## src/rtl/tamagotchi_needs_engine.sv

```systemverilog
// Need-level engine: per-need decay, long-press soft reset / test toggle,
// NORMAL/TEST/CRITICAL/DEAD mode FSM and a registered 7-seg display path.
module tamagotchi_needs_engine #(
  parameter int unsigned NUM_NEEDS   = 4,
  parameter int unsigned LVL_W       = 4,
  parameter int unsigned LVL_MAX     = 5,
  parameter int unsigned CRIT_LVL    = 1,
  parameter int unsigned DECAY_TICKS = 10,
  parameter int unsigned DEAD_TICKS  = 5,
  parameter int unsigned HOLD_CYCLES = 5,
  parameter int unsigned DISP_TICKS  = 4
) (
  input  logic                          clk,
  input  logic                          rst_n,
  input  logic                          tick,
  input  logic [NUM_NEEDS-1:0]          btn_need,
  input  logic                          btn_reset,
  input  logic                          btn_test,
  output logic [NUM_NEEDS*LVL_W-1:0]    levels,
  output logic [1:0]                    mode,
  output logic [$clog2(NUM_NEEDS)-1:0]  display_out,
  output logic [6:0]                    seg_display,
  output logic                          alarm
);

  localparam int unsigned IDX_W  = $clog2(NUM_NEEDS);
  localparam int unsigned HOLD_W = $clog2(HOLD_CYCLES + 1);
  localparam int unsigned DEC_W  = $clog2(DECAY_TICKS + 1);
  localparam int unsigned DEAD_W = $clog2(DEAD_TICKS + 1);
  localparam int unsigned ROT_W  = $clog2(DISP_TICKS + 1);
  localparam int unsigned SUM_W  = LVL_W + 1;
  localparam logic [6:0]  SEG_DASH = 7'b1000000;

  typedef enum logic [1:0] {
    MODE_NORMAL = 2'd0,
    MODE_TEST   = 2'd1,
    MODE_CRIT   = 2'd2,
    MODE_DEAD   = 2'd3
  } mode_e;

  // Decimal digit to gfedcba segments; anything above 9 is blank.
  function automatic logic [6:0] seg_of(input logic [LVL_W-1:0] v);
    logic [6:0] s;
    case (v)
      LVL_W'(0): s = 7'b0111111;
      LVL_W'(1): s = 7'b0000110;
      LVL_W'(2): s = 7'b1011011;
      LVL_W'(3): s = 7'b1001111;
      LVL_W'(4): s = 7'b1100110;
      LVL_W'(5): s = 7'b1101101;
      LVL_W'(6): s = 7'b1111101;
      LVL_W'(7): s = 7'b0000111;
      LVL_W'(8): s = 7'b1111111;
      LVL_W'(9): s = 7'b1101111;
      default:   s = 7'b0000000;
    endcase
    return s;
  endfunction

  mode_e              mode_q,     mode_d;
  logic [LVL_W-1:0]   lvl_q [NUM_NEEDS];
  logic [LVL_W-1:0]   lvl_d [NUM_NEEDS];
  logic [HOLD_W-1:0]  hold_rst_q, hold_rst_d;
  logic [HOLD_W-1:0]  hold_tst_q, hold_tst_d;
  logic [DEC_W-1:0]   dec_cnt_q,  dec_cnt_d;
  logic [IDX_W-1:0]   ptr_q,      ptr_d;
  logic [DEAD_W-1:0]  dead_cnt_q, dead_cnt_d;
  logic [ROT_W-1:0]   rot_cnt_q,  rot_cnt_d;
  logic [IDX_W-1:0]   disp_q,     disp_d;
  logic [6:0]         seg_q,      seg_d;
  logic               alarm_q,    alarm_d;

  logic               rst_fire, tst_fire, live, run, dec_step;
  logic               any_zero, any_crit;
  logic [SUM_W-1:0]   sum;
  logic [IDX_W-1:0]   low_idx;

  // Next-state for the mode FSM, levels, counters and display outputs.
  always_comb begin
    mode_d     = mode_q;
    hold_rst_d = '0;
    hold_tst_d = '0;
    dec_cnt_d  = dec_cnt_q;
    ptr_d      = ptr_q;
    dead_cnt_d = dead_cnt_q;
    rot_cnt_d  = rot_cnt_q;
    disp_d     = disp_q;
    dec_step   = 1'b0;
    any_zero   = 1'b0;
    any_crit   = 1'b0;
    sum        = '0;
    low_idx    = '0;
    for (int i = 0; i < int'(NUM_NEEDS); i++) lvl_d[i] = lvl_q[i];

    // Long-press detection: fire only on the cycle the count reaches the hold length.
    rst_fire = btn_reset && (hold_rst_q == HOLD_W'(HOLD_CYCLES - 1));
    tst_fire = btn_test  && (hold_tst_q == HOLD_W'(HOLD_CYCLES - 1));
    if (btn_reset) hold_rst_d = (hold_rst_q == HOLD_W'(HOLD_CYCLES)) ? hold_rst_q
                                                                     : hold_rst_q + HOLD_W'(1);
    if (btn_test)  hold_tst_d = (hold_tst_q == HOLD_W'(HOLD_CYCLES)) ? hold_tst_q
                                                                     : hold_tst_q + HOLD_W'(1);

    live = (mode_q != MODE_DEAD);
    run  = (mode_q == MODE_NORMAL) || (mode_q == MODE_CRIT);

    // Round-robin decay, frozen in TEST and DEAD.
    if (run && tick) begin
      if (dec_cnt_q == DEC_W'(DECAY_TICKS - 1)) begin
        dec_cnt_d = '0;
        dec_step  = 1'b1;
        ptr_d     = (ptr_q == IDX_W'(NUM_NEEDS - 1)) ? '0 : ptr_q + IDX_W'(1);
      end else begin
        dec_cnt_d = dec_cnt_q + DEC_W'(1);
      end
    end

    // Presses and decay are summed before clamping, so press+decay nets to zero.
    if (live) begin
      for (int i = 0; i < int'(NUM_NEEDS); i++) begin
        sum = {1'b0, lvl_q[i]};
        if (run && btn_need[i]) sum = sum + SUM_W'(1);
        if (((mode_q == MODE_TEST) && btn_need[i]) || (dec_step && (ptr_q == IDX_W'(i))))
          sum = (sum == '0) ? '0 : sum - SUM_W'(1);
        if (sum > SUM_W'(LVL_MAX)) sum = SUM_W'(LVL_MAX);
        lvl_d[i] = sum[LVL_W-1:0];
      end
    end

    for (int i = 0; i < int'(NUM_NEEDS); i++) begin
      if (lvl_d[i] == '0) any_zero = 1'b1;
      if (lvl_d[i] <= LVL_W'(CRIT_LVL)) any_crit = 1'b1;
    end

    if (!any_zero) dead_cnt_d = '0;
    else if (tick && (dead_cnt_q != DEAD_W'(DEAD_TICKS))) dead_cnt_d = dead_cnt_q + DEAD_W'(1);

    // Mode transitions; TEST is sticky until toggled, DEAD only leaves via soft reset.
    case (mode_q)
      MODE_DEAD: mode_d = MODE_DEAD;
      MODE_TEST: if (tst_fire) mode_d = any_crit ? MODE_CRIT : MODE_NORMAL;
      default:   mode_d = tst_fire ? MODE_TEST : (any_crit ? MODE_CRIT : MODE_NORMAL);
    endcase
    if (live && (dead_cnt_d == DEAD_W'(DEAD_TICKS))) mode_d = MODE_DEAD;

    // Display selection: lowest pressed need wins, otherwise timed rotation.
    for (int i = int'(NUM_NEEDS) - 1; i >= 0; i--) if (btn_need[i]) low_idx = IDX_W'(i);
    if (live && (|btn_need)) begin
      disp_d    = low_idx;
      rot_cnt_d = '0;
    end else if (tick) begin
      if (rot_cnt_q == ROT_W'(DISP_TICKS - 1)) begin
        rot_cnt_d = '0;
        disp_d    = (disp_q == IDX_W'(NUM_NEEDS - 1)) ? '0 : disp_q + IDX_W'(1);
      end else begin
        rot_cnt_d = rot_cnt_q + ROT_W'(1);
      end
    end

    // Soft reset overrides every other action in the same cycle.
    if (rst_fire) begin
      for (int i = 0; i < int'(NUM_NEEDS); i++) lvl_d[i] = LVL_W'(LVL_MAX);
      mode_d     = MODE_NORMAL;
      dec_cnt_d  = '0;
      ptr_d      = '0;
      dead_cnt_d = '0;
      rot_cnt_d  = '0;
      disp_d     = '0;
    end

    seg_d   = (mode_d == MODE_DEAD) ? SEG_DASH : seg_of(lvl_d[disp_d]);
    alarm_d = (mode_d == MODE_CRIT) || (mode_d == MODE_DEAD);
  end

  // State register.
  always_ff @(posedge clk or negedge rst_n) begin
    if (!rst_n) begin
      mode_q     <= MODE_NORMAL;
      for (int i = 0; i < int'(NUM_NEEDS); i++) lvl_q[i] <= LVL_W'(LVL_MAX);
      hold_rst_q <= '0;
      hold_tst_q <= '0;
      dec_cnt_q  <= '0;
      ptr_q      <= '0;
      dead_cnt_q <= '0;
      rot_cnt_q  <= '0;
      disp_q     <= '0;
      seg_q      <= seg_of(LVL_W'(LVL_MAX));
      alarm_q    <= 1'b0;
    end else begin
      mode_q     <= mode_d;
      for (int i = 0; i < int'(NUM_NEEDS); i++) lvl_q[i] <= lvl_d[i];
      hold_rst_q <= hold_rst_d;
      hold_tst_q <= hold_tst_d;
      dec_cnt_q  <= dec_cnt_d;
      ptr_q      <= ptr_d;
      dead_cnt_q <= dead_cnt_d;
      rot_cnt_q  <= rot_cnt_d;
      disp_q     <= disp_d;
      seg_q      <= seg_d;
      alarm_q    <= alarm_d;
    end
  end

  for (genvar g = 0; g < int'(NUM_NEEDS); g++) begin : g_lvl_out
    assign levels[g*LVL_W +: LVL_W] = lvl_q[g];
  end

  assign mode        = mode_q;
  assign display_out = disp_q;
  assign seg_display = seg_q;
  assign alarm       = alarm_q;

endmodule
```

## config.mk

```make
export PLATFORM = sky130hd
export DESIGN_NAME = tamagotchi_needs_engine
export DESIGN_NICKNAME = d
export VERILOG_FILES = /design/src/rtl/tamagotchi_needs_engine.sv
export SDC_FILE = /design/constraint.sdc
export NUM_CORES = 1
export LEC_CHECK = 0
export CAP_MARGIN = 10
export CORE_UTILIZATION = 40
export DETAILED_ROUTE_END_ITERATION = 7
export HOLD_SLACK_MARGIN = 0.06
export PLACE_DENSITY = 0.71
export SLEW_MARGIN = 15
export SYNTH_ARGS = -nofsm -noshare
export SYNTH_HDL_FRONTEND = slang
export SYNTH_SLANG_ARGS = --single-unit
```

## constraint.sdc

```tcl
create_clock -name clk -period 4.9 [get_ports clk]
set_clock_uncertainty 0.1 [all_clocks]
set_input_delay 0.98 -clock clk [delete_from_list [all_inputs] [get_ports clk]]
set_output_delay 0.98 -clock clk [all_outputs]
set_load 0.05 [all_outputs]
```

=== Yosys cells after proc, flatten, opt, wreduce, memory -nomap -nowiden ===
Memories as Yosys holds them, arrays and structs flattened.
Cells that the tools add are included.

* Input bits: 9
* Output and inout port bits: 28
* Memories kept: 1
* Memory bits (read-only): 112
* Word-level logic and storage cells: 172
* Bits in registers: 46

* Reduce and logical (&&, ||, !) cells: 39
* Bitwise operators: 1
* Equal/unequal tests: 20
* $lt $le $gt $ge: 9
* Mux-type cells: 73
* Add/subtract/negate cells: 15

{| class="wikitable"
|+ Memories
! memory !! depth !! width !! read ports !! clocked after Yosys merged registers in !! wr ports !! RTL line !! RTL
|-
| (no name shown) || 16 || 7 || 1 || 0 || 0 || 44 || <nowiki>case (v)</nowiki>
|}

{| class="wikitable"
|+ Operators with widths
! operator !! count
|-
| 5-bit two-way mux || 20
|-
| 2-bit two-way mux || 18
|-
| 4-bit two-way mux || 9
|-
| 3-bit two-way mux || 11
|-
| 16-bit two-way mux || 2
|-
| 4-bit by 1-bit adder with 5-bit output, second input constant || 4
|-
| 5-bit by 3-bit greater-than comparator with 1-bit output, second input constant || 4
|-
| 5-bit logical NOT || 4
|-
| 5-bit by 1-bit subtractor with 5-bit output, second input constant || 4
|-
| 1-bit logical AND || 18
|-
| 4-bit by 1-bit less-or-equal comparator with 1-bit output, second input constant || 4
|-
| 4-bit logical NOT || 4
|-
| 3-bit equality test, second input constant || 5
|-
| 2-bit equality test, second input constant || 7
|-
| 3-bit by 1-bit adder with 3-bit output, second input constant || 4
|-
| 1-bit two-way mux || 10
|-
| 4-bit binary-select mux with 2-bit select || 1
|-
| 7-bit two-way mux || 1
|-
| 1-bit logical OR || 6
|-
| 2-bit != test, second input constant || 3
|-
| 2-bit by 1-bit adder with 2-bit output, second input constant || 2
|-
| 4-bit by 1-bit adder with 4-bit output, second input constant || 1
|-
| 2-bit by 1-bit equality test with 1-bit output, second input constant || 2
|-
| 4-bit equality test, second input constant || 1
|-
| other kinds (10) || 12
|}

=== Depth between registers and ports, before layout ===
Gate-level depths: netlist of the first run.

* Depth after elaboration: 24
* Gate-level depth with buffers: 18

=== Least setup slack after synthesis of the first run ===
No wires, ideal clock.

* Path type: input-to-reg
* From: input port btn_need[3]
* To: register seg_q[3] (netlist: seg_display[3])
* Arrival: 3,850 ps
* Setup time: 97 ps
* Path slack: 853 ps
* Cell stages on the path: 15
* Path buffers: 2
* Cell sequence: buf_2 nand2b_2 mux2i_1 ha_1 clkbuf_1 inv_1 or4_1 nand3b_1 a211oi_2 o21ai_0 mux2i_1 mux2_2 ha_1 mux2i_1 a21boi_1

{| class="wikitable"
|+ RTL lines
! element !! RTL line !! RTL
|-
| start, declared || 16 || <nowiki>input logic [NUM_NEEDS-1:0] btn_need,</nowiki>
|-
| end signal, assigned || 186 || <nowiki>seg_q <= seg_of(LVL_W'(LVL_MAX));</nowiki>
|-
| end signal, assigned || 198 || <nowiki>seg_q <= seg_d;</nowiki>
|-
| end, declared || 70 || <nowiki>logic [6:0] seg_q, seg_d;</nowiki>
|}

==> impl_metrics.json, run 1 <==
{
  "synth.area.top_cells": "dfrtp_1, dfstp_2, ha_1, mux2i_1, a21oi_1",
  "hold_viol_final": 0,
  "clock_latency_ps": 320,
  "power.leakage_nw": 1.95,
  "drv_slew": 0,
  "final.setup.tns_ps": 0,
  "pre_cts_ws_ps": 28.3,
  "p_per_area_nw_per_um2": 648,
  "clkTransAtPathRegs_ps": 90,
  "cp_max_fo": 7,
  "cts-buffers-inserted": 5,
  "grt_pass1_wl_mm": 17.3,
  "cpMaxStageDelayCell": "clkdlybuf4s50_1",
  "die_area_um2": 10700,
  "wl_per_cell_um": 16.4,
  "fill_cells": 928,
  "place_hpwl_mm": 7.77,
  "layout_min_cycle_time_ps": 4630,
  "drtIter0Drc": 340,
  "yosysTopAreaCell": "dfrtp_1",
  "clockBufferDepth": 2,
  "tightestPinTransition_ps": 619,
  "syn_area_um2": 4120,
  "drv_cap": 0,
  "path_buf_inv": 3,
  "synth_top_area_share_pct": 20.1,
  "num_vias": 3659,
  "cp-start-kind": "input pin",
  "grt_max_degree": 47,
  "reg2reg_depth": 14,
  "synth_edf_count": 0,
  "synth_ff_type": "dfrtp_1",
  "max_freq_mhz": 216,
  "drcViolationCount": 0,
  "cts_root_buffer": "clkbuf_8",
  "total_power_mw": 3.03,
  "crit_family": "simple AND/OR/NAND/NOR gates",
  "antenna_found_initial": 0,
  "postLayoutCoreUtil_pct": 47.4,
  "grt_overflow": 0,
  "vias_per_cell": 5.81,
  "row_count": 36,
  "initial_core_util_pct": 41.7,
  "required_ps": 5050,
  "cts_setup_buffers": 0,
  "coreArea_um2": 9860,
  "htreeDepth": 2,
  "fin_ws_ps": 269,
  "die_y_um": 103,
  "relSlewSlack_pct": 58.8,
  "numClockSinks": 46,
  "portBuffers": 36,
  "place_area_um2": 4580,
  "fin_nets": 531,
  "yosysWarnings": 0,
  "fin_area_um2": 4670,
  "rsz0062_at_grt": "false",
  "grt_pass1_vias": 3511,
  "crit_arrival_ps": 4790,
  "crit_cells": 15,
  "cts_tree": "built",
  "setup_viol": 0,
  "crit_path_end_kind": "flop",
  "syn-mean-instance-area_um2": 8.77,
  "yosysUniqueCellTypes": 85,
  "cts_hold_buf": 0,
  "min_period_over_period_pct": 94.5,
  "ctsResizeCount": 0,
  "worstPathCellList": "clkdlybuf4s50_1, nor2b_1, xnor2_1, ha_1, inv_1, or4_1, nand3b_1, a211oi_2, o21ai_0, mux2i_1, mux2_2, ha_1, inv_1, o21ai_0, and2_1",
  "outcome": "finished, final reports clean",
  "syn-num-nets": 504,
  "grt_usage_pct": 20.6,
  "drive_above_1_share_pct": 13.1,
  "synth_seq_cells": 46,
  "wl_mm": 10.3,
  "ant_nets": 0,
  "worstHoldPathType": "flop to flop",
  "whs_path_depth": 1,
  "syn_to_final_growth_pct": 13.6,
  "worstSetupPathType": "input pin to flop",
  "slowest_delay_ps": 620,
  "syn-instance-count": 469,
  "synthArstFlopShare_pct": 100,
  "gp_congestion": 0.954,
  "n_antenna_cell": 0,
  "seq_area_frac_synth_pct": 28.4,
  "die-width_um": 103,
  "vdd_ir_drop_max_mv": 0.428,
  "first_pass_iters": 5,
  "num_io_pins": 37
}
==> per-layer routing <==
metal  GRT usage [%]  vias up  part of all wire [%]
li1                -     1776                     -
met1            29.1     1764                    47
met2            33.6      111                    47
met3            2.69        8                   5.5
met4            4.98        0                  0.74
met5               0        -                     0
==> area by class of cell <==
cell class / instances / area, µm² / share of cell area [%]
clock buffers: 6 / 82.6 / 1.77
clock inverters: 2 / 12.5 / 0.268
inverters: 26 / 97.6 / 2.09
multi-input cells: 370 / 2710 / 58.0
flip-flops and latches: 46 / 1170 / 25.0
well taps: 133 / 166 / 3.56
repair buffers: 47 / 438 / 9.37
==> sequential cells by signal (all words and copies together) (netlist names), 3 cells and up <==
register / cells
dead_cnt_q: 3
seg_display: 7
levels: 16
hold_tst_q: 3
hold_rst_q: 3
dec_cnt_q: 4
rot_cnt_q: 3
==> cell usage after synthesis (3+ instances only) <==
library cell and number:
o21ai_0 20, a211oi_1 6, a32oi_1 5, nor2_1 28
ha_1 26, a31oi_1 9, o211ai_1 3, or3_1 7
nor3_1 20, nand3_1 21, mux2i_1 17, a22oi_1 4
nand2b_1 7, buf_2 7, buf_6 3, nand2_1 31
inv_1 26, xor2_1 8, nand3b_1 9, xnor2_1 13
nor2b_1 5, a21boi_0 4, a21oi_1 25, a32o_1 3
or2_2 3, o22ai_1 4, o21ai_1 3, and2_1 11
and3_1 5, o31ai_1 7, a21boi_1 5, dfrtp_1 33
clkbuf_1 15, dfstp_2 13
==> cell families after synthesis <==
group / count (synthesis) / synth area share [%]
adder cells (fa/ha/maj): 26 / 7.91
multiplexers: 20 / 5.05
buffers and inverters: 53 / 5.78
XOR/XNOR: 23 / 5.26
AND/OR/NAND/NOR: 172 / 23.8
flip-flops: 46 / 28.4
AO/OA/AOI/OAI: 129 / 23.8
==> per-stage QoR <==
stage	hold slack (ps)	std cells
finish	451	630
global route	492	630
CTS	448	630
detailed placement	432	622
global placement	415	622
floorplan	393	469
==> path summary, 6_finish.rpt <==
path                                      startpoint                         to  slack (ps)
max in group asynchronous                      rst_n            alarm$_DFF_PN0_        3630
min reg2reg                hold_rst_q[2]$_DFFE_PN0P_  hold_rst_q[2]$_DFFE_PN0P_         450
min in group asynchronous                      rst_n   seg_display[1]$_DFF_PN0_         650
min                        hold_rst_q[2]$_DFFE_PN0P_  hold_rst_q[2]$_DFFE_PN0P_         450
max                                      btn_need[3]   seg_display[4]$_DFF_PN0_         270
max reg2reg                     levels[12]$_DFF_PN1_   seg_display[4]$_DFF_PN0_         750
==> cells in the final DEF, fill, tap and decap left out, types with 5 or more instances in the layout <==
master / synthesis / final
nand2b_1: 7 / 7
nor2_1: 28 / 28
o31ai_1: 7 / 7
xor2_1: 8 / 8
clkbuf_8: 0 / 6
a32oi_1: 5 / 5
nand3b_1: 9 / 9
a31oi_1: 9 / 9
and3_1: 5 / 5
mux2i_1: 17 / 17
dfstp_2: 13 / 13
or3_1: 7 / 7
nand2_1: 31 / 31
a21boi_1: 5 / 5
clkdlybuf4s50_1: 0 / 35
nand3_1: 21 / 21
a21oi_1: 25 / 25
a211oi_1: 6 / 6
dfrtp_1: 33 / 33
ha_1: 26 / 26
nor3_1: 20 / 20
o21ai_0: 20 / 20
buf_4: 2 / 11
xnor2_1: 13 / 13
and2_1: 11 / 11
nor2b_1: 5 / 5
inv_1: 26 / 26
==> where the power goes <==
group          internal [mW]  total [mW]  switching (mW)
sequential             0.541       0.725           0.183
combinational          0.794        2.05            1.26
clock                  0.114       0.254           0.140
Power figures use the tool's default switching activity.
==> run 2: changes to the inputs <==
--- a/config.mk
+++ b/config.mk
@@ -6,10 +6,11 @@
 export NUM_CORES = 1
 export LEC_CHECK = 0
 export CAP_MARGIN = 10
+export CORE_MARGIN = 1.5
 export CORE_UTILIZATION = 40
 export DETAILED_ROUTE_END_ITERATION = 7
 export HOLD_SLACK_MARGIN = 0.06
-export PLACE_DENSITY = 0.71
+export PLACE_DENSITY_LB_ADDON = 0.25
 export SLEW_MARGIN = 15
 export SYNTH_ARGS = -nofsm -noshare
 export SYNTH_HDL_FRONTEND = slang
==> impl_metrics.json, run 2 (same netlist as run 1, synthesis figures left out) <==
{
  "switchingPower_mw": 1.56,
  "worstHoldPathType": "flop to flop",
  "drive_above_1_share_pct": 12.9,
  "total_power_mw": 3.01,
  "fill_cells": 946,
  "relSlewSlack_pct": 55.7,
  "initial_core_util_pct": 41.7,
  "ant_nets": 0,
  "syn_to_final_growth_pct": 13.5,
  "p_int_mw": 1.45,
  "worstSetupPathType": "input pin to flop",
  "gp_congestion": 0.905,
  "rsz0062_at_grt": "false",
  "largest_reg_flops": 16,
  "num_vias": 3673,
  "grt_max_degree": 47,
  "grt_pass1_vias": 3515,
  "cp_max_fo": 7,
  "wl_mm": 10.2,
  "row_count": 36,
  "max_freq_mhz": 223,
  "drcViolationCount": 0,
  "power_frac_seq_pct": 24.1,
  "cts_root_buffer": "clkbuf_8",
  "r2r_start": "levels[12]$_DFF_PN1_",
  "die_area_um2": 10900,
  "cts_setup_buffers": 0,
  "drtIter0Drc": 230,
  "outcome": "finished, final reports clean",
  "clock_latency_ps": 300,
  "crit_path_end_kind": "flop",
  "grt_overflow": 0,
  "clkTransAtPathRegs_ps": 80,
  "drv_cap": 0,
  "wl_per_cell_um": 16.1,
  "hold_viol_final": 0,
  "clockBufferDepth": 2,
  "cp-start-kind": "input pin",
  "setup_viol": 0,
  "htreeDepth": 2,
  "cts_hold_buf": 0,
  "finalHoldWorstSlack_ps": 439,
  "grt_usage_pct": 18.7,
  "fin_ws_ps": 421,
  "place_hpwl_mm": 7.56,
  "portBuffers": 36,
  "final.setup.tns_ps": 0,
  "num_io_pins": 37,
  "vias_per_cell": 5.83,
  "die_y_um": 104,
  "vdd_ir_drop_max_mv": 0.376,
  "antenna_found_initial": 0,
  "cts-buffers-inserted": 5,
  "min_period_over_period_pct": 91.4,
  "layout_commonest_cell": "clkdlybuf4s50_1",
  "switching_share_pct": 51.8,
  "pre_cts_ws_ps": 200,
  "p_comb_share_pct": 67.9,
  "power.leakage_nw": 1.95,
  "die-width_um": 104,
  "p_clk_share_pct": 8.0,
  "numClockSinks": 46,
  "grt_pass1_wl_mm": 16.9,
  "ctsResizeCount": 0,
  "cts_tree": "built",
  "required_ps": 5000,
  "drv_slew": 0,
  "crit_arrival_ps": 4580,
  "cp-startpoint": "btn_need[3]",
  "layout_min_cycle_time_ps": 4480,
  "n_antenna_cell": 0,
  "coreArea_um2": 9860,
  "tightestPinTransition_ps": 663,
  "fin_nets": 531,
  "first_pass_iters": 6,
  "hp-start": "hold_tst_q[2]$_DFFE_PN0P_",
  "final_cell_mix": "clkdlybuf4s50_1, dfrtp_1, nand2_1, nor2_1",
  "p_per_area_nw_per_um2": 644
}
==> run 2: changes by cell type in the layout (fill, tap and decap cells not counted) <==
cell | previous run | this run
clkbuf_1 | 0 | 1
clkinvlp_4 | 1 | 0
==> run 2: routing by layer <==
metal / wire, µm / track usage (%)
met5: 0 / 0
met4: 174 / 5.75
met3: 363 / 2.13
met2: 4600 / 30.7
met1: 5010 / 25.7
==> run 2: final cells by class <==
cell class	instances	area [µm²]	share of cell area [%]
repair buffers	47	438	9.38
clock buffers	7	86.3	1.85
well taps	133	166	3.56
clock inverters	1	5.00	0.107
inverters	26	97.6	2.09
flip-flops and latches	46	1170	25.0
multi-input cells	370	2710	58.0
==> run 2: critical path, cell delays in order <==
cell and delay, ps:
clkdlybuf4s50_1 550, nor2b_1 250, xnor2_1 150, ha_1 320
inv_1 160, or4_1 580, nand3b_1 200, a211oi_2 250
o21ai_0 180, mux2i_1 280, mux2_2 220, ha_1 240
mux2i_1 140, a21boi_1 80
==> run 2: power groups by stage <==
stage | combinational [mW] | clock, mW | sequential [mW]
6_report | 2.04 | 0.241 | 0.724
3_3_place_gp | 2.00 | 0 | 0.727
4_1_cts | 2.04 | 0.254 | 0.723
2_1_floorplan | 1.33 | 0 | 0.941
5_1_grt | 2.23 | 0.263 | 0.746
3_5_place_dp | 2.02 | 0 | 0.729
==> run 2: path summary, 6_finish.rpt <==
| kind | slack, ps | cells after the start | end |
|---|---|---|---|
| max | 420 | 14 | seg_display[3]$_DFF_PN1_ |
| min | 440 | 1 | hold_tst_q[2]$_DFFE_PN0P_ |
| max reg2reg | 840 | 13 | seg_display[3]$_DFF_PN1_ |
| min reg2reg | 440 | 1 | hold_tst_q[2]$_DFFE_PN0P_ |
| max in group asynchronous | 3620 | 2 | ptr_q[0]$_DFFE_PN0P_ |
| min in group asynchronous | 670 | 2 | levels[9]$_DFF_PN0_ |
==> run 2: per-stage QoR <==
stage	cells	util [%]	instance area, µm²
final	630	47.3	4670
after global routing	630	47.3	4670
after CTS	630	47.3	4670
after detailed placement	622	46.4	4580
after global placement	622	46.4	4580
after floorplan	469	-	4120
